`src/rtl/run_monitor_if.sv`:
```
// Run-monitor bus: run control and core fetch inputs, run status outputs.
interface run_monitor_if #(
  parameter int unsigned CNT_W = 32
);
  logic             i_start;
  logic             i_sync;
  logic [15:0]      i_addr;
  logic             o_cpu_rst;
  logic             o_dump;
  logic             o_done;
  logic             o_pass;
  logic             o_timeout;
  logic [15:0]      o_trap_pc;
  logic [CNT_W-1:0] o_cycles;
  logic [CNT_W-1:0] o_instrs;

  modport master (
    output i_start, i_sync, i_addr,
    input  o_cpu_rst, o_dump, o_done, o_pass, o_timeout, o_trap_pc, o_cycles, o_instrs
  );

  modport slave (
    input  i_start, i_sync, i_addr,
    output o_cpu_rst, o_dump, o_done, o_pass, o_timeout, o_trap_pc, o_cycles, o_instrs
  );
endinterface

```
`src/rtl/run_monitor.sv`:
```
// Simulation run controller: sequences core reset, detects self-loop traps
// on opcode fetches, ends the run on trap or timeout and pulses a dump.
module run_monitor #(
  parameter int unsigned RST_CYCLES   = 2,
  parameter int unsigned MAX_CYCLES   = 50,
  parameter int unsigned TRAP_REPEAT  = 3,
  parameter logic [15:0] SUCCESS_ADDR = 16'h3469,
  parameter int unsigned CNT_W        = 32,
  parameter bit          AUTO_START   = 1'b1
) (
  input  logic           i_clk,
  input  logic           i_rst_n,
  run_monitor_if.slave   bus
);

  localparam int unsigned RC_W = (RST_CYCLES > 1) ? $clog2(RST_CYCLES) : 1;
  localparam int unsigned TR_W = $clog2(TRAP_REPEAT + 1);

  typedef enum logic [2:0] {
    S_IDLE,
    S_RESET,
    S_RUN,
    S_DUMP,
    S_DONE
  } state_t;

  state_t           r_state;
  logic [RC_W-1:0]  r_rst_cnt;
  logic             r_cpu_rst;
  logic             r_dump;
  logic             r_done;
  logic             r_pass;
  logic             r_timeout;
  logic [15:0]      r_trap_pc;
  logic [CNT_W-1:0] r_cycles;
  logic [CNT_W-1:0] r_instrs;
  logic             r_trk_valid;
  logic [15:0]      r_trk_addr;
  logic [TR_W-1:0]  r_trk_cnt;

  logic [CNT_W-1:0] w_cyc_nxt;
  logic [CNT_W-1:0] w_ins_nxt;
  logic [TR_W-1:0]  w_trk_cnt_nxt;
  logic             w_trap;
  logic             w_tmo;
  logic             w_rst_last;
  logic             w_go;

  // Saturating increments, trap/timeout detection for the current RUN cycle
  always_comb begin
    w_cyc_nxt     = (&r_cycles) ? r_cycles : r_cycles + CNT_W'(1);
    w_ins_nxt     = (&r_instrs) ? r_instrs : r_instrs + CNT_W'(1);
    w_trk_cnt_nxt = TR_W'(1);
    if (r_trk_valid && (bus.i_addr == r_trk_addr)) begin
      w_trk_cnt_nxt = r_trk_cnt + TR_W'(1);
    end
    w_trap     = bus.i_sync && (w_trk_cnt_nxt == TR_W'(TRAP_REPEAT));
    w_tmo      = (MAX_CYCLES != 0) && (w_cyc_nxt == CNT_W'(MAX_CYCLES));
    w_rst_last = (r_rst_cnt == RC_W'(RST_CYCLES - 1));
    w_go       = bus.i_start || (AUTO_START && (r_state == S_IDLE));
  end

  always_ff @(posedge i_clk or negedge i_rst_n) begin
    if (!i_rst_n) begin
      r_state     <= S_IDLE;
      r_rst_cnt   <= '0;
      r_cpu_rst   <= 1'b1;
      r_dump      <= 1'b0;
      r_done      <= 1'b0;
      r_pass      <= 1'b0;
      r_timeout   <= 1'b0;
      r_trap_pc   <= '0;
      r_cycles    <= '0;
      r_instrs    <= '0;
      r_trk_valid <= 1'b0;
      r_trk_addr  <= '0;
      r_trk_cnt   <= '0;
    end else begin
      r_dump <= 1'b0;
      case (r_state)
        S_IDLE, S_DONE: begin
          if (w_go) begin
            r_state     <= S_RESET;
            r_cpu_rst   <= 1'b1;
            r_rst_cnt   <= '0;
            r_done      <= 1'b0;
            r_pass      <= 1'b0;
            r_timeout   <= 1'b0;
            r_trap_pc   <= '0;
            r_cycles    <= '0;
            r_instrs    <= '0;
            r_trk_valid <= 1'b0;
            r_trk_addr  <= '0;
            r_trk_cnt   <= '0;
          end
        end
        S_RESET: begin
          if (w_rst_last) begin
            r_state   <= S_RUN;
            r_cpu_rst <= 1'b0;
          end else begin
            r_rst_cnt <= r_rst_cnt + RC_W'(1);
          end
        end
        S_RUN: begin
          r_cycles <= w_cyc_nxt;
          if (bus.i_sync) begin
            r_instrs    <= w_ins_nxt;
            r_trk_valid <= 1'b1;
            r_trk_addr  <= bus.i_addr;
            r_trk_cnt   <= w_trk_cnt_nxt;
          end
          // A trap on the timeout cycle takes priority
          if (w_trap) begin
            r_trap_pc <= bus.i_addr;
            r_pass    <= (bus.i_addr == SUCCESS_ADDR);
            r_state   <= S_DUMP;
            r_dump    <= 1'b1;
            r_cpu_rst <= 1'b1;
          end else if (w_tmo) begin
            r_timeout <= 1'b1;
            r_state   <= S_DUMP;
            r_dump    <= 1'b1;
            r_cpu_rst <= 1'b1;
          end
        end
        S_DUMP: begin
          r_state <= S_DONE;
          r_done  <= 1'b1;
        end
        default: begin
          r_state   <= S_IDLE;
          r_cpu_rst <= 1'b1;
        end
      endcase
    end
  end

  assign bus.o_cpu_rst = r_cpu_rst;
  assign bus.o_dump    = r_dump;
  assign bus.o_done    = r_done;
  assign bus.o_pass    = r_pass;
  assign bus.o_timeout = r_timeout;
  assign bus.o_trap_pc = r_trap_pc;
  assign bus.o_cycles  = r_cycles;
  assign bus.o_instrs  = r_instrs;

endmodule

```
`src/flat_wrapper.sv`:
```
// flat-port wrapper written by rule: the top's interface ports become plain ports
module run_monitor_flat 
#(
  parameter int unsigned RST_CYCLES   = 2,
  parameter int unsigned MAX_CYCLES   = 50,
  parameter int unsigned TRAP_REPEAT  = 3,
  parameter logic [15:0] SUCCESS_ADDR = 16'h3469,
  parameter int unsigned CNT_W        = 32,
  parameter bit          AUTO_START   = 1'b1
)
  (i_clk, i_rst_n, bus_i_start, bus_i_sync, bus_i_addr, bus_o_cpu_rst, bus_o_dump, bus_o_done, bus_o_pass, bus_o_timeout, bus_o_trap_pc, bus_o_cycles, bus_o_instrs);
  run_monitor_if #(.CNT_W(CNT_W)) bus_i ();
  input  logic i_clk;
  input  logic i_rst_n;
  input wire logic [$bits(bus_i.i_start)-1:0] bus_i_start;
  input wire logic [$bits(bus_i.i_sync)-1:0] bus_i_sync;
  input wire logic [$bits(bus_i.i_addr)-1:0] bus_i_addr;
  output wire logic [$bits(bus_i.o_cpu_rst)-1:0] bus_o_cpu_rst;
  output wire logic [$bits(bus_i.o_dump)-1:0] bus_o_dump;
  output wire logic [$bits(bus_i.o_done)-1:0] bus_o_done;
  output wire logic [$bits(bus_i.o_pass)-1:0] bus_o_pass;
  output wire logic [$bits(bus_i.o_timeout)-1:0] bus_o_timeout;
  output wire logic [$bits(bus_i.o_trap_pc)-1:0] bus_o_trap_pc;
  output wire logic [$bits(bus_i.o_cycles)-1:0] bus_o_cycles;
  output wire logic [$bits(bus_i.o_instrs)-1:0] bus_o_instrs;
  assign bus_i.i_start = bus_i_start;
  assign bus_i.i_sync = bus_i_sync;
  assign bus_i.i_addr = bus_i_addr;
  assign bus_o_cpu_rst = bus_i.o_cpu_rst;
  assign bus_o_dump = bus_i.o_dump;
  assign bus_o_done = bus_i.o_done;
  assign bus_o_pass = bus_i.o_pass;
  assign bus_o_timeout = bus_i.o_timeout;
  assign bus_o_trap_pc = bus_i.o_trap_pc;
  assign bus_o_cycles = bus_i.o_cycles;
  assign bus_o_instrs = bus_i.o_instrs;
  run_monitor #(.RST_CYCLES(RST_CYCLES), .MAX_CYCLES(MAX_CYCLES), .TRAP_REPEAT(TRAP_REPEAT), .SUCCESS_ADDR(SUCCESS_ADDR), .CNT_W(CNT_W), .AUTO_START(AUTO_START)) u_core (.i_clk(i_clk), .i_rst_n(i_rst_n), .bus(bus_i));
endmodule
```
`config.mk`:
```
export PLATFORM = sky130hd
export DESIGN_NAME = run_monitor_flat
export DESIGN_NICKNAME = d
export VERILOG_FILES = /design/src/rtl/run_monitor_if.sv /design/src/rtl/run_monitor.sv /design/src/flat_wrapper.sv
export SDC_FILE = /design/constraint.sdc
export NUM_CORES = 1
export LEC_CHECK = 0
export ABC_AREA = 1
export BUFFER_PORTS_ARGS = -buffer_cell sky130_fd_sc_hd__buf_2
export CAP_MARGIN = 20
export CORE_MARGIN = 2
export CORE_UTILIZATION = 62
export DETAILED_ROUTE_END_ITERATION = 10
export PLACE_DENSITY = 0.95
export SLEW_MARGIN = 40
export SYNTH_ARGS = -nofsm -noshare
export SYNTH_HDL_FRONTEND = slang
export SYNTH_SLANG_ARGS = --single-unit
export TNS_END_PERCENT = 30
```
`constraint.sdc`:
```
create_clock -name i_clk -period 3.75 [get_ports i_clk]
set_clock_uncertainty 0.15 [all_clocks]
set_input_delay 0.375 -clock i_clk [delete_from_list [all_inputs] [get_ports i_clk]]
set_output_delay 0.375 -clock i_clk [all_outputs]
set_load 0.05 [all_outputs]
```
# Word level (Yosys, flattened, before mapping)
# Cells that the tools add are included.
# totals
register_bits	108
in_bits	20
out_inout_bits	85
word_cells	91
# classes
add_sub_neg	4
eq_ne	16
n_mux	38
bitwise_logic	1
n_reduce_logical	19
# ops
cell	count
32-bit two-way mux	4
32-bit case mux with 2 select lines	2
32-bit by 1-bit adder with 32-bit output (second input constant)	2
16-bit case mux with 2 select lines	2
32-bit AND reduction	2
16-bit two-way mux	3
32-bit by 6-bit == test with 1-bit output (second input constant)	1
16-bit by 14-bit == test with 1-bit output (second input constant)	1
16-bit == test	1
1-bit two-way mux	12
3-bit two-way mux	4
3-bit case mux with 4 select lines	1
4-bit AND reduction	3
1-bit case mux with 2 select lines	5
3-bit AND reduction	3
2-bit by 1-bit != test with 1-bit output (second input constant)	4
3-bit by 2-bit == test with 1-bit output (second input constant)	2
2-bit two-way mux	3
2-bit != test (second input constant)	3
2-bit AND reduction	3
2-bit nonzero test	3
1-bit case mux with 4 select lines	1
2-bit case mux with 2 select lines	1
3-bit by 1-bit == test with 1-bit output (second input constant)	1
10 further kinds	11

# Longest topological paths before layout
# Gate-level depths: netlist (run 1).
# logic_depth
depth_word	7
depth_mapped	18
ltp_nobuf	17

# Worst setup path before layout (run 1)
# No wires, ideal clock.
# synth_timing
path_kind	reg2reg
startpoint	register u_core.r_cycles[0], in the netlist u_core.bus.o_cycles[0]
endpoint	register u_core.r_state[0]
setup_time_ns	0.124
t_arrival_ns	2.359
required_time_ns	3.476
setup_slack_ns	1.117
stages_incl_launch_ff	17
path_buffers	2
synth_period_minus_slack_ns	2.633
path_cell_list	dfrtp_1 > ha_1 > buf_2 > inv_2 > nor2_4 > nand2_4 > nor2_8 > nand2_4 > buf_6 > nand3_1 > nor2_1 > nand2_1 > nor2_1 > nand3_2 > nand3_2 > o211ai_1 > nand2_1
# synth_between
elab_chain_len	5
elab_cells_between_ends	6
cone_classes	1 x add/sub; 2 x eq/ne; 1 x mux; 2 x reduce/logical
# synth_lines
element	line_no	source
start, declared	run_monitor.sv:35	logic [CNT_W-1:0] r_cycles;
start signal, assigned	run_monitor.sv:106	r_cycles <= w_cyc_nxt;
32-bit by 1-bit adder with 32-bit output / 32-bit AND reduction (equally long branches)	run_monitor.sv:51	w_cyc_nxt = (&r_cycles) ? r_cycles : r_cycles + CNT_W'(1);
32-bit two-way mux (*)	run_monitor.sv:51	
32-bit by 6-bit == test with 1-bit output (*)	run_monitor.sv:58	w_tmo = (MAX_CYCLES != 0) && (w_cyc_nxt == CNT_W'(MAX_CYCLES));
3-bit by 1-bit != test with 1-bit output (no source line) (*)	n/a	
3-bit AND reduction (no source line) (*)	n/a	
end signal, assigned	run_monitor.sv:65	r_state <= S_IDLE;
end signal, assigned	run_monitor.sv:83	r_state <= S_RESET;
end signal, assigned	run_monitor.sv:99	r_state <= S_RUN;
end, declared	run_monitor.sv:27	state_t r_state;
# Mark *: on every way between the ends. The rest lies on a longest branch, timed or not.
# A chain may end at the register's enable or synchronous reset.

# Worst setup path after layout (run 1)
# layout_timing
startpoint	register u_core.r_cycles[0], in the netlist u_core.bus.o_cycles[0]
endpoint	register u_core.r_dump, in the netlist u_core.bus.o_dump
# layout_between
elab_chain_len	6
elab_cells_between_ends	7
cone_classes	1 x add/sub; 1 x eq/ne; 4 x mux; 1 x reduce/logical
# layout_lines
element	line_no	source
32-bit by 1-bit adder with 32-bit output / 32-bit AND reduction (equally long branches)	run_monitor.sv:51	
32-bit two-way mux (*)	run_monitor.sv:51	
32-bit by 6-bit == test with 1-bit output (*)	run_monitor.sv:58	
1-bit two-way mux (*)	run_monitor.sv:120	end else if (w_tmo) begin
1-bit two-way mux (*)	run_monitor.sv:114	if (w_trap) begin
1-bit two-way mux (*)	run_monitor.sv:80	case (r_state)
end signal, assigned	run_monitor.sv:79	r_dump <= 1'b0;
end signal, assigned	run_monitor.sv:118	r_dump <= 1'b1;
end signal, assigned	run_monitor.sv:123	r_dump <= 1'b1;
end, declared	run_monitor.sv:30	logic r_dump;
# Marked as above.

==> results.md, run 1 <==
* Remaining DRCs at 0
* Clock root buffer master: clkbuf_8
* Async SR Flop Fraction at 100.0%
* R2R depth at 13
* Grt ovf at 0
* WP buf/inv at 2
* Share of cells above drive strength 1 at 14.51%
* Number of synthesized flops with an enable pin at 0
* Worst hold path class: input pin to flip-flop
* Routed WL at approximately 20000 um
* Gr usage total at 35.88%
* Tmin final at between 2 and 3 ns
* Most common cell after layout, fill and taps aside: nand2_1
* Post-DP Area at approximately 7400 um2
* Setup TNS at 0 ns
* WL per Instance at between 15 and 20 um
* Top cell type by total area after synthesis: dfrtp_1
* CTS tree: yes
* Drt via density at 5.831
* Height of the die at 108.8 um
* Starting Density at between 60% and 70%
* Filler cells at 929
* CP top delay family: simple AND/OR/NAND/NOR gates
* Initial antenna violation count at 0
* CTS Buf Count at 9
* Worst-margin pin slew at around 0.61 ns
* Setup slack, reg-to-reg at between 0.7 and 0.8 ns
* H-tree levels at 3
* Avg Synthesized Cell Area at ~6.8 um2
* Status: finished, final reports clean
* Top_reg_cell synth: dfrtp_1
* CP Max Fanout at 36
* Synth cell types at between 40 and 50
* Critical Setup Path Class: flip-flop to flip-flop
* CTS Sinks at roughly 110
* Sequential cell area fraction in the yosys report at roughly two fifths
* Slew headroom at roughly three fifths
* Max frequency at ~0.33 GHz
* Levels on crit path at 13
* Die W at around 110 um
* RSZ-0062 raised after global routing: false
* Top cells by area, synth: dfrtp_1 (39%), nand2_1 (18%), inv_1 (7.3%)
* Largest net degree at the start of global routing at 65
* Arrival time worst endpoint at 3.18 ns
* Synth top area share at about two fifths
* Nets@finish at about 1100
* Hold WS at between 0.1 and 0.15 ns
* Largest stage delay on the critical path at 0.51 ns
* Setup crit start kind: flip-flop
* Final ANT Viol Nets at 0
* Post-route clock period utilization at 79.79%
* CTS resizes at 0
* Initial drt markers at ~800
* Hold Violations, Final at 0
* I/O pin cnt at about 110
* Cells along the critical path: ha_1 -> inv_2 -> nor2_4 -> nand2_4 -> nor2_8 -> nand2_4 -> nand2_1 -> inv_1 -> nor4_1 -> nand2_1 -> nor2_1 -> nand3_1 -> nand2_1
* Critical Path Source: u_core.bus.o_cycles[0]$_DFFE_PN0P_
* CP Data Required Time at between 3 and 4 ns
* Mapped Cells at about 1000
* Worst skew pair latency at 0.39 ns
* Longest Clk Path Bufs at 2
* Pre-antenna DRT Iters at 6
* RR Startpoint: u_core.bus.o_cycles[0]$_DFFE_PN0P_
* Synth Warn # at 0
* Crit path top cell by count: nand2_1
* Fin. max-slew vios at 0
* Die area at between 10000 and 15000 um2
* Clock transition at path regs at 0.11 ns
* Vias in the first global route at between 6000 and 7000
* First-pass GRT wire length at between 30000 and 40000 um
* Std-Cell Rows at 38
* Hold_sp: bus_i_addr[10]
* Max_cap viols at 0
* P&R area growth vs syn at 12.08%
* Final GP Congestion at around 1.0
* Placed wire-length estimate at around 15000 um
* Critical R2R Capture: u_core.bus.o_dump$_DFF_PN0_
* Core box area at 10790 um2
* I/O Buffers at approximately 100
* Slowest-stage cell, CP: dfrtp_1
* Mapped Nets at 1025
* Final setup viols at 0
* Crit. End Element: flip-flop
* Mapped Area at about 6800 um2
* Design Area, Final at around 7600 um2
* Diode count at 0
* Vias at ~7200
* Pwr per Cell Area at 469.0 nW/um2
* Crit path capture: u_core.bus.o_dump$_DFF_PN0_
* Most frequent cells in the layout: nand2_1 (322), inv_1 (132), nor2_1 (120)
* Lkg Pwr at between 3 and 4 nW
* Peak supply drop at between 400 and 500 uV
* Number of synthesized register bits at around 110
[kinds of logic after synthesis]
family / synth area share [%]
fa+ha+maj: 0.3677
simple gates: 39.07
flops: 39.73
xor+xnor: 2.831
compound gates: 8.439
buf+inv: 9.561
[area by class of cell]
| type | count | area [um2] | share of cell area (%) |
|---|---|---|---|
| flip-flops and latches | 108 | 2704 | 35.45 |
| multi-input cells | 731 | 3451 | 45.24 |
| well taps | 140 | 175.2 | 2.297 |
| repair buffers | 111 | 594.3 | 7.792 |
| inverters | 138 | 518.0 | 6.791 |
| clock buffers | 11 | 151.4 | 1.985 |
| clock inverters | 4 | 33.78 | 0.4429 |
[routing by layer]
layer | vias to the layer above | track usage, % | routed length (um) | part of all wire [%]
met5 | - | 0 | 0 | 0
met4 | 0 | 16.03 | 693 | 3.4
met3 | 55 | 6.814 | 1899 | 9.3
met2 | 432 | 54.37 | 9252 | 46
met1 | 3347 | 50.15 | 8481 | 42
li1 | 3414 | - | - | -
[registers in the layout, indices dropped and copies added (netlist names), 2 cells and up]
name,cells
u_core.r_trk_cnt,2
u_core.bus.o_cycles,32
u_core.r_trk_addr,16
u_core.bus.o_instrs,32
u_core.r_state,3
u_core.bus.o_trap_pc,16
[through the flow]
stage	setup WS (ns)	std cells	power, mW	util [%]
2_1_floorplan	1.117	1003	2.470	-
3_3_place_gp	0.9534	1227	2.798	68.83
3_5_place_dp	0.8586	1227	2.850	68.83
4_1_cts	0.8175	1243	3.553	70.64
5_1_grt	0.5496	1243	3.790	70.67
6_report	0.7578	1243	3.578	70.67
[synth_stat cells (2+ instances only)]
cell,instances
nand2_1,322
inv_1,132
nor2_1,120
dfrtp_1,107
nand3_1,66
o21ai_0,54
nor3_1,27
nand4_1,24
nor4_1,17
xor2_1,15
clkbuf_1,13
o31ai_1,13
o22ai_1,10
a21oi_1,9
buf_2,7
nor2_2,7
xnor2_1,7
inv_2,6
nand3_2,6
nand2_2,5
buf_6,3
nand2_4,3
nand3b_1,3
nor2_4,3
a211oi_1,2
a31oi_1,2
and3_1,2
buf_1,2
ha_1,2
o2111ai_1,2
[worst min path at each step]
stage                                                to  slack [ns]  cells past startpoint
floorplan            u_core.bus.o_cycles[0]$_DFFE_PN0P_       -0.07                      0
global placement       u_core.bus.o_cpu_rst$_DFFE_PN1P_        0.30                      2
detailed placement  u_core.bus.o_trap_pc[0]$_DFFE_PN0P_        0.31                      2
CTS                   u_core.r_trk_addr[10]$_DFFE_PN0P_        0.13                      3
global route          u_core.r_trk_addr[10]$_DFFE_PN0P_        0.14                      3
finish                u_core.r_trk_addr[10]$_DFFE_PN0P_        0.14                      3
[what timing repair did]
| action | CTS | global route |
|---|---|---|
| hold buffers | 1 | 0 |
| hold endpoints to repair | 62 | 0 |
| setup endpoints to repair | 0 | 0 |
| buffers inserted | 0 | 0 |
[tightest hold or removal path, cell delays in order]
cell and delay (ns):
buf_2 0.14, nand3_1 0.09, nand2_1 0.06
[power by group]
group,total (mW),internal [mW],switching (mW)
registers,1.43,1.31,0.113
clock network,0.704,0.280,0.424
logic,1.45,0.341,1.11
total,3.58,1.94,1.64
Note: power is estimated with default switching activity, not from simulation.
==> run 2: changes to the inputs <==
--- a/config.mk
+++ b/config.mk
@@ -9,9 +9,9 @@
 export BUFFER_PORTS_ARGS = -buffer_cell sky130_fd_sc_hd__buf_2
 export CAP_MARGIN = 20
 export CORE_MARGIN = 2
-export CORE_UTILIZATION = 62
+export CORE_UTILIZATION = 52
 export DETAILED_ROUTE_END_ITERATION = 10
-export PLACE_DENSITY = 0.95
+export PLACE_DENSITY = 0.86
 export SLEW_MARGIN = 40
 export SYNTH_ARGS = -nofsm -noshare
 export SYNTH_HDL_FRONTEND = slang
==> constraint.sdc (replaced) <==
create_clock -name i_clk -period 2.7 [get_ports i_clk]
set_clock_uncertainty 0.15 [all_clocks]
set_input_delay 0.27 -clock i_clk [delete_from_list [all_inputs] [get_ports i_clk]]
set_output_delay 0.27 -clock i_clk [all_outputs]
set_load 0.05 [all_outputs]
==> run 2 against run 1 <==
Net effect:
- sequential power up 39%
- global-route usage is 6.0 points lower
- core utilization down 7.6 points
- hold slack got worse by 0.082 ns
- combinational power rose by 42%
==> results.md, run 2 (synthesis results as in run 1) <==
* Post-DP Area at 7686 um2 (+3.5%)
* Largest net degree at the start of global routing at 109 (+68%)
* Most common cell after layout, fill and taps aside: nand2_1
* Clock root buffer master: clkbuf_16
* RSZ-0062 raised after global routing: false
* Flop pwr share at 36.5% (-3.4 points)
* P&R area growth vs syn at 17.96%
* Setup crit start kind: flip-flop
* Status: finished, final reports clean
* Comb pwr share at 37.9% (-2.5 points)
* Clock transition at path regs at 0.07 ns (-0.04 ns)
* Final setup viols at 0 (unchanged)
* First-pass GRT wire length at 33840 um (+2.8%)
* Slew headroom at 60.91% (+1.4 points)
* Lkg Pwr at 4.149 nW (+5.4%)
* I/O Buffers at 104 (unchanged)
* Pre-antenna DRT Iters at 7 (+1)
* Clock power share at 25.6% (+5.9 points)
* Initial drt markers at 904 (+13%)
* Int Power at 3.112 mW (+61%)
* Max_cap viols at 0 (unchanged)
* Met2 Routed Length at 9296 um (+0.48%)
* Cells along the critical path: nand2_1 -> nor2_1 -> nand2_2 -> nor2_8 -> nand2_4 -> buf_4 -> nand3_1 -> nor2_1 -> nand3_1 -> nor2_2 -> nand3_2 -> nand3_2 -> o211ai_1 -> nand2_1
* Switching Fraction at 42.83% (-3.1 points)
* Tmin final at 2.503 ns (-0.4895 ns)
* Wire length on met3 at 1904 um (+0.26%)
* Longest Clk Path Bufs at 2 (unchanged)
* CP Max Fanout at 28 (-22%)
* Pwr per Cell Area at 678.0 nW/um2 (+45%)
* Final GP Congestion at 1.049 (+3.6%)
* CTS Sinks at 108 (unchanged)
* Arrival time worst endpoint at 2.60 ns (-0.58 ns)
* Vias in the first global route at 6891 (+3.8%)
* Nets@finish at 1150 (+2.6%)
* Drt via density at 5.558 (-4.7%)
* Final WS setup at 0.1973 ns (-0.5605 ns)
* Worst-margin pin slew at 0.5864 ns (-0.01918 ns)
* Number of standard cells in the final layout excluding fillers at 1305 (+5.0%)
* Crit. End Element: flip-flop
* Placed Instances at 1288 (+5.0%)
* Total power at 5.443 mW (+52%)
* Final core utilization at 63.10% (-7.6 points)
* CP top delay family: simple AND/OR/NAND/NOR gates
* Height of the die at 118.4 um (+8.9%)
* Die area at 14020 um2 (+19%)
* Hold WS at 0.05934 ns (-0.08242 ns)
* Routed WL at 20590 um (+1.3%)
* Placed wire-length estimate at 15440 um (+1.9%)
* RR Startpoint: u_core.bus.o_cycles[10]$_DFFE_PN0P_
* Most frequent cells in the layout: nand2_1 (322), inv_1 (132), nor2_1 (117)
* Initial antenna violation count at 0 (unchanged)
* Sw power at 2.331 mW (+42%)
* Final ANT Viol Nets at 0 (unchanged)
* Hold Violations, Final at 0 (unchanged)
* Remaining DRCs at 0 (unchanged)
* H-tree levels at 3 (unchanged)
* Core box area at 12720 um2 (+18%)
* Gr usage total at 29.87% (-6.0 points)
* I/O pin cnt at 105 (unchanged)
* Setup bufs post-CTS at 0 (unchanged)
* Share of cells above drive strength 1 at 17.03% (+2.5 points)
* Peak supply drop at 732.3 uV (+71%)
* Critical Path Source: u_core.bus.o_cycles[10]$_DFFE_PN0P_
* Vias at 7253 (+0.069%)
* CTS tree: yes
* Worst skew pair latency at 0.36 ns (-0.03 ns)
* Std-Cell Rows at 41 (+7.9%)
* Die W at 118.4 um (+8.9%)
* Top Metal Used: met4
* Max frequency at 0.3996 GHz (+20%)
* Design Area, Final at 8028 um2 (+5.2%)
* Grt ovf at 0 (unchanged)
* Fin. max-slew vios at 0 (unchanged)
* Starting Density at 53.49% (-9.6 points)
* WL per Instance at 15.78 um (-3.5%)
* Worst hold path class: input pin to flip-flop
* Post-route clock period utilization at 92.69% (+13 points)
* M1 WL at 8875 um (+4.6%)
* Slowest-stage cell, CP: dfrtp_1
* CTS Buf Count at 9 (unchanged)
* WP buf/inv at 1 (-1)
* Diode count at 0 (unchanged)
* Setup TNS at 0 ns (unchanged)
* Critical Setup Path Class: flip-flop to flip-flop
* Hold_sp: bus_i_addr[10]
* CP Data Required Time at 2.79 ns (-1.15 ns)
* Largest stage delay on the critical path at 0.43 ns (-0.08 ns)
* Setup WS pre-CTS at 0.2068 ns (-0.6518 ns)
## run 2: cell count changes in the layout (fill, tap and decap cells not counted), sizes merged
cell	previous run	this run
buf	110	139
bufinv	0	1
clkbuf	11	12
clkinv	2	1
## run 2: final cells by class
| class | instances | area, um2 |
|---|---|---|
| clock inverter | 4 | 55.05 |
| tap | 172 | 215.2 |
| clock buffer | 12 | 256.5 |
| sequential | 108 | 2704 |
| inverter | 138 | 520.5 |
| timing repair buffer | 140 | 812.0 |
| multi-input combinational | 731 | 3465 |
| fill | 1203 | 4695 |
## run 2: metal layers
layer	vias up	track usage (%)
li1	3466	-
met1	3349	41.57
met2	396	46.10
met3	42	5.357
met4	0	12.20
met5	-	0
## run 2: final timing paths
kind / cells past startpoint / end / slack (ns)
max: 14 / u_core.r_state[0]$_DFFE_PN0P_ / 0.20
min: 3 / u_core.r_trk_addr[10]$_DFFE_PN0P_ / 0.06
max in group asynchronous: 3 / u_core.bus.o_instrs[31]$_DFFE_PN0P_ / 1.58
min reg2reg: 2 / u_core.bus.o_cpu_rst$_DFFE_PN1P_ / 0.32
min in group asynchronous: 3 / u_core.bus.o_trap_pc[2]$_DFFE_PN0P_ / 0.39
max reg2reg: 14 / u_core.r_state[0]$_DFFE_PN0P_ / 0.20
## run 2: power by group through the flow
stage / registers [mW] / clock network (mW) / logic (mW)
3_5_place_dp: 2.01 / 0 / 2.00
3_3_place_gp: 2.00 / 0 / 1.95
2_1_floorplan: 2.14 / 0 / 1.29
5_1_grt: 2.01 / 1.47 / 2.30
6_report: 1.99 / 1.40 / 2.06
4_1_cts: 1.98 / 1.41 / 2.01
## run 2: repair_timing
action,4_1_cts,5_1_grt
hold endpoints to repair,107,0
resized for setup,0,6
hold buffers,1,0
endpoints found under the setup margin,0,7
## run 2: worst register-to-register path: cells and delay by family (launching register included)
kind | cells | cell delay, ns
buffers and inverters | 1 | 0.26
DFF | 1 | 0.43
and+or+nand+nor | 12 | 1.42
AOI/OAI and AO/OA | 1 | 0.13
